### config.mk
export PLATFORM = sky130hd
export DESIGN_NAME = pipeline_hazard_controller
export DESIGN_NICKNAME = d
export VERILOG_FILES = /design/src/rtl/pipeline_hazard_controller.sv
export SDC_FILE = /design/constraint.sdc
export NUM_CORES = 1
export LEC_CHECK = 0
export BUFFER_PORTS_ARGS = -buffer_cell sky130_fd_sc_hd__buf_2
export CAP_MARGIN = 20
export CORE_ASPECT_RATIO = 0.8
export CORE_UTILIZATION = 51
export CTS_CLUSTER_DIAMETER = 60
export DETAILED_ROUTE_END_ITERATION = 12
export PLACE_DENSITY = 0.83
export SLEW_MARGIN = 30
export SYNTH_ARGS = -nofsm -noshare
export SYNTH_HDL_FRONTEND = slang
export SYNTH_SLANG_ARGS = --single-unit
### constraint.sdc
create_clock -name clk -period 2.8 [get_ports clk]
set_clock_uncertainty 0.15 [all_clocks]
set_input_delay 0.28 -clock clk [delete_from_list [all_inputs] [get_ports clk]]
set_output_delay 0.28 -clock clk [all_outputs]
set_load 0.03 [all_outputs]
### src/rtl/pipeline_hazard_controller.sv
// Stall/flush sequencer for the 5-stage RV32 pipeline: load-use, branch squash,
// multi-cycle MUL/DIV and data-memory wait handling, plus perf counters.
module pipeline_hazard_controller #(
  parameter int CNT_W       = 16,
  parameter int MEM_TIMEOUT = 64
) (
  input  logic             clk,
  input  logic             rst,
  input  logic [4:0]       if_id_rs1_addr,
  input  logic [4:0]       if_id_rs2_addr,
  input  logic             id_uses_rs1,
  input  logic             id_uses_rs2,
  input  logic [4:0]       id_ex_rd_addr,
  input  logic             id_ex_mem_read,
  input  logic             id_ex_is_mdu,
  input  logic             ex_branch_taken,
  input  logic             mdu_done,
  input  logic             ex_mem_mem_req,
  input  logic             dmem_ready,
  output logic             pc_en,
  output logic             if_id_en,
  output logic             id_ex_en,
  output logic             ex_mem_en,
  output logic             mem_wb_en,
  output logic             if_id_flush,
  output logic             id_ex_flush,
  output logic             ex_mem_bubble,
  output logic             mdu_start,
  output logic             mem_timeout,
  output logic [CNT_W-1:0] stall_cycles,
  output logic [CNT_W-1:0] flush_count
);

  localparam int WW = $clog2(MEM_TIMEOUT) + 1;
  localparam logic [WW-1:0] WAIT_LAST = WW'(MEM_TIMEOUT - 1);

  typedef enum logic [1:0] {RUN, MEM_WAIT, MDU_WAIT} state_e;

  state_e            state_q, state_d;
  logic [WW-1:0]     wait_q, wait_d;
  logic              timeout_q, timeout_d;
  logic [CNT_W-1:0]  stall_q, stall_d, flush_q, flush_d;
  logic              mem_stall, load_use, br_flush;

  // EX/MEM only holds a bubble during MDU_WAIT, so a memory request there is stale.
  assign mem_stall = (state_q != MDU_WAIT) & ex_mem_mem_req & ~dmem_ready;

  assign load_use = id_ex_mem_read & (id_ex_rd_addr != 5'd0) &
                    ((id_uses_rs1 & (if_id_rs1_addr == id_ex_rd_addr)) |
                     (id_uses_rs2 & (if_id_rs2_addr == id_ex_rd_addr)));

  always_comb begin
    pc_en         = 1'b1;
    if_id_en      = 1'b1;
    id_ex_en      = 1'b1;
    ex_mem_en     = 1'b1;
    mem_wb_en     = 1'b1;
    if_id_flush   = 1'b0;
    id_ex_flush   = 1'b0;
    ex_mem_bubble = 1'b0;
    mdu_start     = 1'b0;
    br_flush      = 1'b0;
    state_d       = RUN;
    if (rst) begin
      pc_en         = 1'b0;
      if_id_en      = 1'b0;
      id_ex_en      = 1'b0;
      ex_mem_en     = 1'b0;
      mem_wb_en     = 1'b0;
      if_id_flush   = 1'b1;
      id_ex_flush   = 1'b1;
      ex_mem_bubble = 1'b1;
    end else if (state_q == MDU_WAIT) begin
      if (!mdu_done) begin
        pc_en         = 1'b0;
        if_id_en      = 1'b0;
        id_ex_en      = 1'b0;
        ex_mem_bubble = 1'b1;
        state_d       = MDU_WAIT;
      end
    end else begin
      // RUN and MEM_WAIT share one decision tree: leaving MEM_WAIT costs no cycle.
      if (mem_stall) begin
        pc_en     = 1'b0;
        if_id_en  = 1'b0;
        id_ex_en  = 1'b0;
        ex_mem_en = 1'b0;
        mem_wb_en = 1'b0;
        state_d   = MEM_WAIT;
      end else if (id_ex_is_mdu) begin
        mdu_start     = 1'b1;
        pc_en         = 1'b0;
        if_id_en      = 1'b0;
        id_ex_en      = 1'b0;
        ex_mem_bubble = 1'b1;
        state_d       = MDU_WAIT;
      end else if (ex_branch_taken) begin
        if_id_flush = 1'b1;
        id_ex_flush = 1'b1;
        br_flush    = 1'b1;
      end else if (load_use) begin
        pc_en       = 1'b0;
        if_id_en    = 1'b0;
        id_ex_flush = 1'b1;
      end
    end
  end

  always_comb begin
    wait_d    = mem_stall ? ((wait_q == WAIT_LAST) ? wait_q : wait_q + 1'b1) : '0;
    timeout_d = timeout_q | (mem_stall & (wait_q == WAIT_LAST));
    stall_d   = (!pc_en && stall_q != '1) ? stall_q + 1'b1 : stall_q;
    flush_d   = (br_flush && flush_q != '1) ? flush_q + 1'b1 : flush_q;
  end

  always_ff @(posedge clk or posedge rst) begin
    if (rst) begin
      state_q   <= RUN;
      wait_q    <= '0;
      timeout_q <= 1'b0;
      stall_q   <= '0;
      flush_q   <= '0;
    end else begin
      state_q   <= state_d;
      wait_q    <= wait_d;
      timeout_q <= timeout_d;
      stall_q   <= stall_d;
      flush_q   <= flush_d;
    end
  end

  assign mem_timeout  = timeout_q;
  assign stall_cycles = stall_q;
  assign flush_count  = flush_q;

endmodule

==> impl_results.md <==
- CP Capture Type: register
- Sw Share: 39.1%
- Worst Path Max Fanout: 8
- Clock Tree Buf Depth: 2
- Worst hold-check path type: input pin to register
- Comb pwr share: 30.8%
- Post-CTS Resized: 0
- # DRC: 0
- Mapped Area: between 0.002 and 0.0025 sq mm
- Actual transition at the worst max-transition pin: 0.543 ns
- Dominant cells by area after synthesis: dfrtp_1 (49%), xnor2_1 (14%), nand4_1 (7.5%)
- Final HPWL DP: 3340 um
- Setup Crit Path Kind: input pin to register
- #FFs+latches synth: 42
- Rows: 20
- Post-synth ARST share: 100%
- Vias in the first global route: 1585
- Worst-path clk slew: 0.08 ns
- Number of flops mapped to enable cells by yosys: 0
- Max-Slew Margin vs Limit: 63.6%
- Global Route Usage Sum: 21.6%
- Sequential share of power: 46.8%
- Yosys warning total: 0
- Post-synth top area share: approximately 49%
- Min-Delay Path Depth: 3
- Syn_nets: 237
- Slew Viols, Final: 0
- R2R depth: 4
- Synth Area in Compound Gates: 4.46%
- CP Data Arrival Time: 2.31 ns
- Synth cell types: 36
- H-Tree Level Count: 2
- Final Cycle Share: 81.1%
- # IOs: between 60 and 70
- Post-synth top cells: dfrtp_1 (42), xnor2_1 (35), nand4_1 (26), nor2_1 (19), nand2_1 (16)
- Post-Synth Simple-Gate Area: 23.7%
- Max Cap Violations: 0
- Internal Pwr Total: 1.06 mW
- LEAKAGE: 1.30 nW
- CTS root buffer: clkbuf_8
- Synth Area in XOR/XNOR: 17.4%
- Avg Inst Size Synth: 10.3 sq um
- Gr ovfl total: 0
- Initial DRC Count: 71
- Fmax: 0.441 GHz
- Fin nets: 307
- Count leader, synth: dfrtp_1
- Clock Latency Late Sink: roughly 0.30 ns
- Multiplexer share of the synthesized area: 1.51%
- Port buffer count: between 60 and 70
- Tmin final: 2.27 ns
- CTS sink cnt: between 40 and 50
- Setup TNS: 0 ns
- Main synth FF type: dfrtp_1
- CTS buffer count: 5
- Fillers: 342
- Seq/Total Area, Yosys: between 40% and 50%
- DRT Pass-1 Iters: 4
- Synth Instances: roughly 210
- Final ANT Viol Nets: 0
- Core Region: 0.00393 sq mm
- Final WL: 4290 um
- P_sw: 0.677 mW
- Horiz. Die Dim: 74.7 um
- Initial antenna violation count: 0
- RSZ-0062 raised after global routing: no
- First-pass GRT wire length: just over 7000 um
- Die area: 0.00450 sq mm
- Final hold vios: 0
- Peak supply drop: ~0.00040 V
- Vias/cell: roughly 5.2
- Largest family of logic cells by synthesized area: simple AND/OR/NAND/NOR gates
- Setup Viol. Count Final: 0
- Final Wtd Congestion: 0.924
- CP Launch Type: input pin
- Initial core utilization: 54.9%
- Clock Power Share: 22.3%
- Drt wl/cell: ~13 um
- CTS tree: built
- Yosys top cell by area: dfrtp_1
- Share of cells above drive strength 1: ~29%
- Largest net degree at the start of global routing: 29
- Die H: roughly 60 um
- Layout area overhead: 22.0%
- Adder-cell area share of the yosys netlist: 1.74%
- Via Count: approximately 1800
- Diode count: 0
- Status: completed
- PD cells: 658 mW/mm^2
- Worst EP required: 2.84 ns
- Total Power: 1.73 mW
-- power groups by stage --
stage | combinational (mW) | sequential (mW) | clock, mW
after floorplan | 0.241 | 0.953 | 0
after global placement | 0.529 | 0.818 | 0
after detailed placement | 0.539 | 0.823 | 0
after CTS | 0.540 | 0.812 | 0.396
after global routing | 0.581 | 0.830 | 0.425
final | 0.534 | 0.811 | 0.386
-- logic make-up after synthesis --
group / after synthesis
simple gates: 95
xor+xnor: 43
flops: 42
compound gates: 13
buf+inv: 10
mux: 3
fa+ha+maj: 3
-- flip-flops by register name (all words and copies together) (netlist names) --
signal,flops
flush_count,16
stall_cycles,16
wait_q,7
state_q,2
mem_timeout,1
-- cell usage in the layout, fill, tap and decap left out, types with 2 or more instances in the layout --
cell type and n:
nand4_1 26, or4_1 2, mux2_1 2, ha_1 3, inv_1 4, dfrtp_1 42
nand2b_1 3, xnor2_1 35, a21oi_1 3, nor3_1 3, and3_1 9, nand2_1 16
nor2_1 19, nor3b_1 2, xor2_1 8, buf_2 66, buf_4 2, a21o_1 2
or3_1 2, nor2b_1 2, clkbuf_8 5, nand3_1 6
-- final cells by class --
class | instances | area [sq um] | area share (%)
Multi-Input combinational cell | 157 | 1060 | 40.1
Sequential cell | 42 | 1050 | 39.9
Timing Repair Buffer | 69 | 355 | 13.5
Clock buffer | 6 | 72.6 | 2.76
Tap cell | 55 | 68.8 | 2.61
Inverter | 4 | 15.0 | 0.570
Clock inverter | 2 | 13.8 | 0.523
-- path summary, 6_finish.rpt --
kind	start	end	slack, ns
max in group asynchronous	rst	state_q[1]	1.76
setup reg to reg	state_q[1]	flush_count[1]	0.64
setup / recovery	rst	flush_count[1]	0.53
hold reg to reg	mem_timeout	mem_timeout	0.31
min in group asynchronous	rst	stall_cycles[2]	0.44
hold / removal	id_ex_is_mdu	state_q[1]	0.19
-- critical path, cell delays in order --
cell and delay [ns]:
dlygate4sd3_1 0.53, buf_2 0.15, nand2b_1 0.13, or4_1 0.44
o21ba_1 0.43, mux2_1 0.35
-- stage by stage --
| step | util [%] | cells | worst slack, ns | hold WS (ns) | cell area [sq um] |
|---|---|---|---|---|---|
| 2_1_floorplan | - | 209 | 0.117 | 0.196 | 2160 |
| 3_3_place_gp | 64.6 | 326 | 0.685 | 0.212 | 2540 |
| 3_5_place_dp | 64.6 | 326 | 0.646 | 0.217 | 2540 |
| 4_1_cts | 67.0 | 335 | 0.532 | 0.171 | 2630 |
| 5_1_grt | 67.0 | 335 | 0.471 | 0.209 | 2630 |
| 6_report | 67.0 | 335 | 0.531 | 0.188 | 2630 |
-- timing repair --
| action | 4_1_cts | 5_1_grt |
|---|---|---|
| buffers inserted | 0 | 0 |
| hold buffers | 1 | 0 |
| hold endpoints to repair | 42 | 0 |
| setup endpoints to repair | 0 | 0 |
-- routing by layer --
metal	share of wire (%)	GRT usage, %	up-vias	wire length [um]
met2	47	33.1	52	2030
met1	46	28.9	813	1980
li1	-	-	877	-
met3	4.5	5.23	11	194
met4	2.1	10.5	0	89
met5	0	0	-	0
Power figures use the tool's default switching activity.
